## src/rtl/verinject_injection_sequencer.sv

```systemverilog
// Injection sequencer for an instrumented design.
// A host queues timed (cycle, bit index) commands into a small FIFO. A
// free-running cycle counter advances while run is high, and when the head
// command's timestamp has been reached its bit index is placed on the
// injector state bus for exactly one clock. At all other times the bus
// carries IDLE_CODE, which matches no injector. The counter saturates at its
// maximum value and the block halts there until reset or clear.
// DEPTH must be a power of two and at least 2 so the pointers wrap naturally.
module verinject_injection_sequencer #(
    parameter int unsigned DEPTH     = 8,
    parameter int unsigned TIME_W    = 32,
    parameter logic [31:0] IDLE_CODE = 32'hFFFF_FFFF
) (
    input  logic                    clock,
    input  logic                    reset,
    input  logic                    run,
    input  logic                    clear,
    input  logic                    cmd_valid,
    output logic                    cmd_ready,
    input  logic [TIME_W-1:0]       cmd_time,
    input  logic [31:0]             cmd_bit,
    output logic [31:0]             verinject__injector_state,
    output logic [TIME_W-1:0]       cycle_count,
    output logic [$clog2(DEPTH):0]  pending,
    output logic [15:0]             inject_count,
    output logic [15:0]             late_count,
    output logic                    halted
);

    localparam int unsigned PTR_W = $clog2(DEPTH);
    localparam int unsigned CNT_W = PTR_W + 1;

    localparam logic [CNT_W-1:0]  FULL_LEVEL    = CNT_W'(DEPTH);
    localparam logic [TIME_W-1:0] TIME_LAST     = {TIME_W{1'b1}};
    localparam logic [TIME_W-1:0] TIME_PRE_LAST = TIME_LAST - TIME_W'(1);
    localparam logic [15:0]       STAT_MAX      = 16'hFFFF;

    typedef enum logic [1:0] {
        ST_IDLE    = 2'd0,
        ST_RUNNING = 2'd1,
        ST_HALTED  = 2'd2
    } state_t;

    state_t state_q;
    state_t state_d;

    // Command storage, split into timestamp and bit-index columns.
    logic [TIME_W-1:0] fifo_time [DEPTH];
    logic [31:0]       fifo_bit  [DEPTH];

    logic [PTR_W-1:0]  wr_ptr_q;
    logic [PTR_W-1:0]  rd_ptr_q;
    logic [CNT_W-1:0]  pending_q;

    logic [TIME_W-1:0] count_q;
    logic [31:0]       bus_q;
    logic [15:0]       inject_q;
    logic [15:0]       late_q;

    // Decoded control.
    logic              advance;
    logic              halted_dec;
    logic              fifo_empty;
    logic              fifo_full;
    logic [TIME_W-1:0] head_time;
    logic [31:0]       head_bit;
    logic              head_due;
    logic              head_late;
    logic              push;
    logic              pop;

    // ------------------------------------------------------------------
    // FSM: state register
    // ------------------------------------------------------------------
    // NOTE: sequential state uses non-blocking assignments so every register
    // samples the pre-edge values of the others, independent of block order.
    always_ff @(posedge clock or posedge reset) begin
        if (reset) begin
            state_q <= ST_IDLE;
        end else begin
            state_q <= state_d;
        end
    end

    // FSM: next-state logic; halting happens on the step that lands on the
    // last counter value, so the counter never wraps.
    always_comb begin
        // NOTE: a default assignment first keeps every path driven and
        // prevents latch inference in combinational blocks.
        state_d = state_q;
        if (clear) begin
            state_d = ST_IDLE;
        end else begin
            case (state_q)
                ST_IDLE, ST_RUNNING: begin
                    if (run) begin
                        state_d = (count_q == TIME_PRE_LAST) ? ST_HALTED : ST_RUNNING;
                    end
                end
                ST_HALTED: state_d = ST_HALTED;
                default:   state_d = ST_IDLE;
            endcase
        end
    end

    // FSM: output decode; the first run cycle out of IDLE already counts.
    always_comb begin
        advance    = 1'b0;
        halted_dec = 1'b0;
        case (state_q)
            ST_IDLE, ST_RUNNING: advance    = run;
            ST_HALTED:           halted_dec = 1'b1;
            default: ;
        endcase
    end

    // ------------------------------------------------------------------
    // FIFO status and head-of-queue timing compare
    // ------------------------------------------------------------------
    // Occupancy flags and due/late tests against the pre-increment count.
    always_comb begin
        fifo_empty = (pending_q == '0);
        fifo_full  = (pending_q == FULL_LEVEL);
        head_time  = fifo_time[rd_ptr_q];
        head_bit   = fifo_bit[rd_ptr_q];
        head_due   = !fifo_empty && (head_time <= count_q);
        head_late  = !fifo_empty && (head_time <  count_q);
    end

    // Ready depends only on registered occupancy, so a pop in a full cycle
    // does not open the door for a push in that same cycle.
    assign cmd_ready = !fifo_full;
    assign push      = cmd_valid && cmd_ready && !clear;
    assign pop       = advance && head_due && !clear;

    // Pointer and occupancy tracking; a simultaneous push and pop keeps the
    // level unchanged.
    always_ff @(posedge clock or posedge reset) begin
        if (reset) begin
            wr_ptr_q  <= '0;
            rd_ptr_q  <= '0;
            pending_q <= '0;
        end else if (clear) begin
            wr_ptr_q  <= '0;
            rd_ptr_q  <= '0;
            pending_q <= '0;
        end else begin
            if (push) begin
                wr_ptr_q <= wr_ptr_q + PTR_W'(1);
            end
            if (pop) begin
                rd_ptr_q <= rd_ptr_q + PTR_W'(1);
            end
            case ({push, pop})
                2'b10:   pending_q <= pending_q + CNT_W'(1);
                2'b01:   pending_q <= pending_q - CNT_W'(1);
                default: pending_q <= pending_q;
            endcase
        end
    end

    // Command storage write port.
    // NOTE: the storage array is deliberately not reset; an entry is only
    // read after it has been written, and leaving it unreset keeps it a
    // plain memory rather than a bank of resettable flops.
    always_ff @(posedge clock) begin
        if (push) begin
            fifo_time[wr_ptr_q] <= cmd_time;
            fifo_bit[wr_ptr_q]  <= cmd_bit;
        end
    end

    // ------------------------------------------------------------------
    // Cycle counter, state bus and statistics
    // ------------------------------------------------------------------
    // Free-running cycle counter; advance is never asserted once halted.
    always_ff @(posedge clock or posedge reset) begin
        if (reset) begin
            count_q <= '0;
        end else if (clear) begin
            count_q <= '0;
        end else if (advance) begin
            count_q <= count_q + TIME_W'(1);
        end
    end

    // Registered injector state bus: one clock of the issued bit index,
    // otherwise the idle code.
    always_ff @(posedge clock or posedge reset) begin
        if (reset) begin
            bus_q <= IDLE_CODE;
        end else if (clear) begin
            bus_q <= IDLE_CODE;
        end else if (pop) begin
            bus_q <= head_bit;
        end else begin
            bus_q <= IDLE_CODE;
        end
    end

    // Saturating issue and late-issue statistics.
    always_ff @(posedge clock or posedge reset) begin
        if (reset) begin
            inject_q <= '0;
            late_q   <= '0;
        end else if (clear) begin
            inject_q <= '0;
            late_q   <= '0;
        end else if (pop) begin
            if (inject_q != STAT_MAX) begin
                inject_q <= inject_q + 16'd1;
            end
            if (head_late && (late_q != STAT_MAX)) begin
                late_q <= late_q + 16'd1;
            end
        end
    end

    assign verinject__injector_state = bus_q;
    assign cycle_count               = count_q;
    assign pending                   = pending_q;
    assign inject_count              = inject_q;
    assign late_count                = late_q;
    assign halted                    = halted_dec;

endmodule

```

## config.mk

```make
export PLATFORM = sky130hd
export DESIGN_NAME = verinject_injection_sequencer
export DESIGN_NICKNAME = d
export VERILOG_FILES = /design/src/rtl/verinject_injection_sequencer.sv
export SDC_FILE = /design/constraint.sdc
export NUM_CORES = 1
export LEC_CHECK = 0
export ABC_CLOCK_PERIOD_IN_PS = 7900
export CORE_MARGIN = 2
export CORE_UTILIZATION = 59
export DETAILED_ROUTE_END_ITERATION = 6
export HOLD_SLACK_MARGIN = 0.12
export PLACE_DENSITY = 0.8
export SYNTH_ARGS = -nofsm -noshare
export SYNTH_HDL_FRONTEND = slang
export SYNTH_SLANG_ARGS = --single-unit
```

## constraint.sdc

```tcl
create_clock -name clock -period 7.9 [get_ports clock]
set_input_delay 1.58 -clock clock [delete_from_list [all_inputs] [get_ports clock]]
set_output_delay 1.58 -clock clock [all_outputs]
set_load 0.03 [all_outputs]
```

==> results_dict.tcl <==
set metrics [dict create \
    stdcell_count 2140 \
    worstSetupEndpointType "flop" \
    die_x_um 210 \
    start_kind "flop" \
    ant_nets 0 \
    grt_max_degree 90 \
    rows 75 \
    cts_hold_buf 0 \
    grt-ovfl-total 0 \
    hpwl_mm 30.1 \
    tns_ns 0 \
    cts_sinks 620 \
    antenna_found_initial 2 \
    synth_area_leaders "edfxtp_1 (62%), mux4_2 (12%), dfrtp_1 (7.6%)" \
    rsz0062_at_grt "false" \
    ys_warn_count 0 \
    yosysSeqAreaShare 0.727 \
    grt_pass1_vias 13700 \
    clockBufferDepth 3 \
    period_share 0.783 \
    post_drt_via_cell_ratio 6.20 \
    wl_per_cell_um 25.1 \
    cap_violations 0 \
    total_power_uw 6960 \
    ys_async_sr_fraction 0.174 \
    gr-usage-all-layers 0.252 \
    synth_flop_cell "edfxtp_1" \
    relSlewSlack 0.260 \
    setup_violations 0 \
    synth_area_sq_um 24900 \
    report.final.hold_viol_count 0 \
    outcome "finished clean" \
    ys_ff_latch 620 \
    maxSlewViolCount 0 \
    routabilityCongestion 0.815 \
    htreeDepth 2 \
    yosysTopAreaCellShare 0.617 \
    cts_buffers 59 \
    clkTransAtPathRegs_ns 0.06 \
    worst_pin_slew_ns 1.11 \
    drt_wl_total_mm 53.7 \
    cts_setup_buffers 0 \
    syn_area_per_cell_sq_um 18.3 \
    p_leak_uw 0.00945 \
    worstPathMaxFanout 40 \
    hp-class "reg2reg" \
    ioPinCount 171 \
    cts_resized 0 \
    dr.pass1.iters 5 \
    synthTopCellsByCount "edfxtp_1 (512), mux4_2 (128), dfrtp_1 (76), nand2_1 (72), nor2_1 (67)" \
    design.die.area_sq_um 43900 \
    grtUsageMet1 0.349 \
    crit_arrival_ns 6.69 \
    synth.most_common_cell "edfxtp_1" \
    cts-root-buf "clkbuf_16" \
    synth_edf_count 512 \
    required_ns 8.40 \
    peakVddDrop_mv 0.221 \
    synth_cell_types 54 \
    initial_utilization 0.596 \
    crit_type "reg2reg" \
    layout.core_utilization 0.701 \
    fin_nets 1660 \
    met2_usage 0.416 \
    synth_cells 1359 \
    clkLatencyLatePin_ns 0.62 \
    layout-drive-gt1-share 0.209 \
    dr_total_vias 13300 \
    drtIter0Drc 1324 \
    syn-num-nets 1469 \
    dpl.cell_count 2028 \
    fp.coreArea_sq_um 41900 \
    use_met3 0.0444 \
    drc 0 \
    port_buffers 170 \
    yosysTopAreaCell "edfxtp_1" \
    skew_ns 0.0192 \
    top_usage_layer "met2" \
    die-height_um 210 \
    clock.fmax_mhz 162 \
    period_needed_ns 6.19 \
    cts_tree "yes" \
    area_growth_pct 17.6 \
    power_density_nw_per_um2 237 \
    grt_pass1_wl_mm 82.1 \
]
[final timing paths]
check,end,cells past startpoint,from,slack (ns)
worst max-delay path,pending[3]$_DFFE_PP0P_,16,rd_ptr_q[0]$_DFFE_PP0P_,1.71
worst min-delay path,state_q[0]$_DFFE_PP0P_,1,state_q[1]$_DFFE_PP0P_,0.49
worst max register to register,pending[3]$_DFFE_PP0P_,16,rd_ptr_q[0]$_DFFE_PP0P_,1.71
worst min register to register,state_q[0]$_DFFE_PP0P_,1,state_q[1]$_DFFE_PP0P_,0.49
max in group asynchronous,rd_ptr_q[1]$_DFFE_PP0P_,3,reset,5.02
min in group asynchronous,inject_count[9]$_DFFE_PP0P_,2,reset,1.46
[routing by layer]
layer | share of wire | vias up
met1 | 0.40 | 6820
met3 | 0.084 | 94
met5 | 0.00032 | -
met2 | 0.49 | 608
li1 | - | 5752
met4 | 0.025 | 2
[sequential cells by signal, summed over array words and instances (netlist names)]
name                       cells
pending                        4
late_count                    16
rd_ptr_q                       3
state_q                        2
wr_ptr_q                       3
verinject__injector_state     32
fifo_time                    256
cycle_count                   32
fifo_bit                     256
inject_count                  16
[metrics by stage]
stage                     area (sq um)  hold slack [ns]  setup WS [ns]
after floorplan                  24900            0.440          0.570
after global placement           27300            0.460           1.88
after detailed placement         27300            0.485           1.69
after CTS                        29300            0.490           1.67
after global routing             29300            0.537           1.21
final                            29300            0.488           1.71
[where the power goes]
part           switching, uW  leakage (uW)  internal (uW)
Combinational            223       0.00246            195
Clock                   1210      0.000980           1690
Sequential              36.6       0.00601           3600
Total                   1470       0.00945           5490
[critical path: stages, from the launching register on]
cell	delay [ns]
dfrtp_4	1.00
buf_12	0.37
mux4_2	0.53
mux2_2	0.27
ha_1	0.29
nand4_1	0.20
nor4_4	0.41
nand3_2	0.11
a21boi_1	0.17
or3_1	0.82
nor3_1	0.62
ha_1	0.33
a21o_1	0.17
a21oi_1	0.17
nor2_1	0.06
a32oi_1	0.17
mux2_2	0.36
[cell families (layout without fill, tap and decap cells)]
logic type | count (synthesis) | after routing | synth area share
compound gates | 91 | 91 | 0.0217
xor+xnor | 40 | 40 | 0.0141
fa+ha+maj | 41 | 41 | 0.0209
buf+inv | 100 | 341 | 0.0156
flops | 620 | 620 | 0.727
mux | 200 | 200 | 0.146
other cells | 0 | 1 | 0
simple gates | 267 | 267 | 0.0548
[layout make-up]
class	count	area, sq um
flip-flops and latches	620	18100
fillers	2579	12500
multi-input cells	639	6480
repair buffers	191	1870
clock buffers	79	1640
well taps	539	674
clock inverters	32	384
inverters	39	149
diodes	1	2.50
[placed cells by master (no fill, tap or decap), types with 4 or more instances in the layout]
master	count
edfxtp_1	512
clkdlybuf4s50_1	169
mux4_2	128
dfrtp_1	73
nand2_1	72
nor2_1	64
clkbuf_16	59
a21oi_1	43
ha_1	40
xnor2_1	39
inv_1	38
mux2_2	37
mux2i_1	35
dfstp_2	32
buf_4	20
o21ai_0	19
nand3_1	16
nand4_1	15
or3_1	15
nor3_1	14
o31ai_1	11
or4_1	11
clkbuf_1	11
clkinv_2	10
and4_1	9
clkbuf_8	9
clkinv_1	9
nor2b_1	8
nor4_1	8
and3_1	7
bufinv_16	7
nand2b_1	5
or2_2	4
nor3b_2	4
clkinvlp_4	4
Note: power is estimated with default switching activity, not from simulation.
==> patch 1 (config.mk and constraints unchanged) <==
Encoding of `state_t`: now one-hot (3 bits for 3 states).
--- a/src/rtl/verinject_injection_sequencer.sv
+++ b/src/rtl/verinject_injection_sequencer.sv
@@ -35,10 +35,10 @@
     localparam logic [TIME_W-1:0] TIME_PRE_LAST = TIME_LAST - TIME_W'(1);
     localparam logic [15:0]       STAT_MAX      = 16'hFFFF;
 
-    typedef enum logic [1:0] {
-        ST_IDLE    = 2'd0,
-        ST_RUNNING = 2'd1,
-        ST_HALTED  = 2'd2
+    typedef enum logic [2:0] {
+        ST_IDLE    = 3'b001,
+        ST_RUNNING = 3'b010,
+        ST_HALTED  = 3'b100
     } state_t;
 
     state_t state_q;
Function: same outputs for any inputs over 4 cycles, from zero or initial values and one cycle with reset high; so few cycles prove little.
==> patch 1 against the unedited design <==
- worst hold slack improved by 0.019 ns
- largest power group unchanged
- design area increased by 0.58%
- total power decreased by 1.1%
- sequential cell count increased by 1
- wire length decreased by 0.78%
- die area increased by 0.44%
- count of clock-buffer cells in the layout increased by 5
- worst setup slack improved by 0.39 ns
- synthesized area increased by 0.45%
- first-iteration DRC count decreased by 10%
- sequential share of layout area decreased by 0.26 points
- utilization increased by 0.25 points
==> patch 1: results (changes against the unedited design) <==
[run_status]
status=completed  ; unchanged

[sta]
worst_pin_slew_ns=1.05  ; was 1.11 ns
finalClockSkew_ns=0.0164  ; was 0.0192 ns

[floorplan]
core_area_mm2=0.0419  ; about the same

[placed_design]
gp_congestion=0.816  ; was 0.815
dpl_worst_slack_ns=2.10  ; was 1.69 ns
dp_cells=2054  ; was 2,028
dp_hpwl_um=30100  ; about the same
post_dp_cell_area_mm2=0.0275  ; was 0.0273 mm^2

[finish]
drive_above_1_share_pct=21.8  ; was 20.9%
final_nets=1687  ; was 1,660
stdcell_count=2168  ; was 2,140
fillers=2522  ; was 2,579

[synthesis]
seq_area_frac_synth_pct=72.4  ; was 72.7%
synth-async-reset-ratio_pct=17.6  ; was 17.4%
synth_nets=1487  ; was 1,469
synthAdderAreaFrac_pct=2.08  ; was 2.09%
synth_compound_area_share_pct=1.77  ; was 2.17%
synth_mux_area_share_pct=15.0  ; was 14.6%
synth.distinct_cells=53  ; was 54
syn_inst=1377  ; was 1,359
synthTopCellsByArea=edfxtp_1, mux4_2, dfrtp_1, dfstp_2, mux2_2  ; was edfxtp_1, mux4_2, dfrtp_1, dfstp_2, ha_1
synthTopCellsByCount=edfxtp_1, mux4_2, nor2_1  ; was edfxtp_1, mux4_2, dfrtp_1

[worst_setup_path]
cpPeakStageDelay_ns=1.04  ; was 1.00 ns
cp_top_family=multiplexers  ; was simple AND/OR/NAND/NOR gates

[power_and_ir_drop]
ir_worst_vdd_v=0.000205  ; was 0.000221 V

[global_routing]
grt_usage_pct=25.1  ; was 25.2%
grt_pass1_wl_um=82400  ; was 82,100 um
grt_max_degree=66  ; was 90
grt_pass1_vias=13815  ; was 13,741

[route]
routed_via_density=6.13  ; was 6.20
wirelength_um=53200  ; was 53,700 um
firstDrtPassIters=7  ; was 5

[clock_tree]
cts-buffers-inserted=60  ; was 59

-- patch 1: changes by cell type after synthesis, sizes merged, moves of 5 or more --
cell	delta
a21oi	-6
and4	-7
mux2	+8
nand4	+5
nor2	+11
nor2b	+5
o31ai	-9
or4	-5
-- patch 1: final cells by class --
class | instances | area [um^2] | share of cell area, %
Antenna cell | 2 | 5.00 | 0.0170
Clock inverter | 28 | 277 | 0.938
Multi-Input combinational cell | 656 | 6580 | 22.3
Sequential cell | 621 | 18200 | 61.6
Timing Repair Buffer | 195 | 1900 | 6.43
Clock buffer | 84 | 1740 | 5.91
Tap cell | 539 | 674 | 2.29
Inverter | 43 | 164 | 0.556
-- patch 1: kinds of logic after synthesis --
| family | count (synthesis) |
|---|---|
| xor gates and xnor gates | 39 |
| DFF | 621 |
| adders and majority gates | 41 |
| AOI/OAI and AO/OA | 75 |
| buffers and inverters | 100 |
| and+or+nand+nor | 291 |
| muxes | 210 |
-- patch 1: worst paths after layout --
check                             from             end  slack [ns]  cells after the start
max reg2reg                rd_ptr_q[0]      pending[3]        2.10                     17
min reg2reg                 state_q[2]      state_q[1]        0.51                      1
min                         state_q[2]      state_q[1]        0.51                      1
max in group asynchronous        reset     rd_ptr_q[0]        4.98                      3
max                        rd_ptr_q[0]      pending[3]        2.10                     17
min in group asynchronous        reset  cycle_count[7]        1.48                      2
-- patch 1: per-stage QoR --
step                      power [mW]  hold WS [ns]
after floorplan                 3.91         0.440
after global placement          4.04         0.454
after detailed placement        4.05         0.489
after CTS                       6.94         0.502
after global routing            7.09         0.532
final                           6.88         0.507
-- patch 1: power by group --
part	total (mW)	switching, mW	internal (mW)	leakage [nW]
Clock	2.90	1.20	1.70	0.998
Sequential	3.63	0.0307	3.60	6.02
Combinational	0.350	0.191	0.159	2.56
-- patch 1: per-layer routing --
metal | routed length, um | up-vias | global-route usage (%) | share of wire [%]
met2 | 26700 | 461 | 41.3 | 50
met3 | 3610 | 103 | 5.60 | 6.8
met4 | 1310 | 6 | 7.73 | 2.5
met5 | 44 | - | 0 | 0.083
met1 | 21500 | 6925 | 34.2 | 40
li1 | - | 5801 | - | -
==> patch 2 (same flow settings) <==
Without the edit above. Set the parameter `TIME_W` to 64 (it was 32).
--- a/src/rtl/verinject_injection_sequencer.sv
+++ b/src/rtl/verinject_injection_sequencer.sv
@@ -8,7 +8,7 @@
 // DEPTH must be a power of two and at least 2 so the pointers wrap naturally.
 module verinject_injection_sequencer #(
     parameter int unsigned DEPTH     = 8,
-    parameter int unsigned TIME_W    = 32,
+    parameter int unsigned TIME_W    = 64,
     parameter logic [31:0] IDLE_CODE = 32'hFFFF_FFFF
 ) (
     input  logic                    clock,
Interface: changed (resized cmd_time and cycle_count); port bits go from 171 to 235. The function was not compared with the original's and may differ.
==> patch 2 against the unedited design <==
- die area grew 47%
- sequential cell count grew 288
- critical endpoint unchanged
- via count grew 50%
- largest power group unchanged
- worst hold slack gained 0.011 ns
- synthesized area grew 48%
- synthesized cell count grew 49%
- wire length grew 53%
- design area grew 48%
- non-clock buffer count grew 81
- global-route usage grew 0.72 points
- worst setup slack lost 0.68 ns
- highest routed layer unchanged
- total power grew 51%
==> patch 2: results (changes against the unedited design) <==
[clock_tree]
clk_latency_ns=0.65  ; was 0.62 ns
htree_levels=3  ; was 2
cts-buffers-inserted=91  ; was 59
cts_buffer_depth=3  ; unchanged

[route]
met1_length_um=31600  ; was 21,300 um
firstDrtPassIters=7  ; was 5
wire_per_inst_um=25.5  ; was 25.1 um
wl_met2_um=42000  ; was 26,500 um
routed_via_density=6.16  ; was 6.20
wl_met3_um=6780  ; was 4490 um
dr.first_iter.drc_count=2043  ; was 1,324
wirelength_um=82300  ; was 53,700 um

[power_and_ir_drop]
powerClk_mw=4.21  ; was 2.90 mW
p_leak_nw=14.0  ; was 9.45 nW
power.switching_mw=2.30  ; was 1.47 mW
comb-power_mw=0.919  ; was 0.418 mW

[finish]
drive_above_1_share_pct=20.3  ; was 20.9%
final_nets=2475  ; was 1,660

[placed_design]
numPortBuffers=234  ; was 170
dpl_worst_slack_ns=1.06  ; was 1.69 ns
gp_congestion=0.828  ; was 0.815
dp_cells=3045  ; was 2,028

[synthesis]
synthTopCellsByCount=edfxtp_1, mux4_2, dfrtp_1  ; unchanged
synth_edf_count=768  ; was 512
seq_area_frac_synth_pct=71.9  ; was 72.7%
synth_compound_area_share_pct=2.07  ; was 2.17%
synth_xor_area_share_pct=1.55  ; was 1.40%
synth.distinct_cells=53  ; was 54
synth-async-reset-ratio_pct=15.4  ; was 17.4%
synth_mux_area_share_pct=14.8  ; was 14.6%
synth_nets=2198  ; was 1,469
synthTopCellsByArea=edfxtp_1, mux4_2, dfrtp_1, ha_1, dfstp_2  ; was edfxtp_1, mux4_2, dfrtp_1, dfstp_2, ha_1
syn_inst=2024  ; was 1,359

[sta]
finalClockSkew_ns=0.0339  ; was 0.0192 ns
slew_headroom_pct=23.9  ; was 26.0%

[global_routing]
use_met1_pct=35.0  ; was 34.9%
antenna_found_initial=16  ; was 2
grt_pass1_wl_um=124000  ; was 82,100 um
grt_usage_pct=25.9  ; was 25.2%
grtUsageMet2_pct=43.0  ; was 41.6%

[worst_setup_path]
cp.arrival_ns=7.33  ; was 6.69 ns
cp_max_fo=46  ; was 40

[run_status]
status=completed  ; unchanged

-- patch 2: changes by cell type after synthesis, moves of 20 or more --
cell / before / now
inv_1: 39 / 70
xnor2_1: 39 / 61
mux4_2: 128 / 192
nand2_1: 72 / 99
nand3_1: 16 / 44
dfrtp_1: 76 / 108
mux2_2: 37 / 69
a21oi_1: 43 / 63
ha_1: 40 / 72
edfxtp_1: 512 / 768
nor2_1: 67 / 90
-- patch 2: critical path, cell delays in order (launching register included) --
cell and delay, ns:
dfrtp_4 0.74, buf_12 0.38, mux4_2 0.55, mux2_2 0.28, ha_1 0.30, nand4_1 0.20, nor4_1 0.78, nand3b_1 0.26
nor4_2 0.41, a32oi_2 0.27, a21boi_4 0.82, nor3_1 0.23, ha_1 0.34, a21o_1 0.18, a21oi_1 0.27, nand2b_1 0.18
a31oi_1 0.08, a311oi_1 0.22, o2111ai_1 0.15
-- patch 2: worst paths after layout --
path                        startpoint              end  slack [ns]  cells past startpoint
max                        rd_ptr_q[0]       pending[3]        1.03                     18
min                         state_q[1]       state_q[0]        0.50                      1
max reg2reg                rd_ptr_q[0]       pending[3]        1.03                     18
min reg2reg                 state_q[1]       state_q[0]        0.50                      1
max in group asynchronous        reset      rd_ptr_q[1]        4.88                      3
min in group asynchronous        reset  inject_count[9]        1.54                      2
-- patch 2: final cells by class --
| cell class | instances | area (um^2) | area share, % |
|---|---|---|---|
| well taps | 837 | 1050 | 2.41 |
| diodes | 8 | 20.0 | 0.0461 |
| clock inverters | 41 | 408 | 0.939 |
| repair buffers | 272 | 2700 | 6.21 |
| inverters | 70 | 268 | 0.616 |
| multi-input cells | 958 | 9840 | 22.7 |
| flip-flops and latches | 908 | 26600 | 61.3 |
| clock buffers | 130 | 2540 | 5.86 |
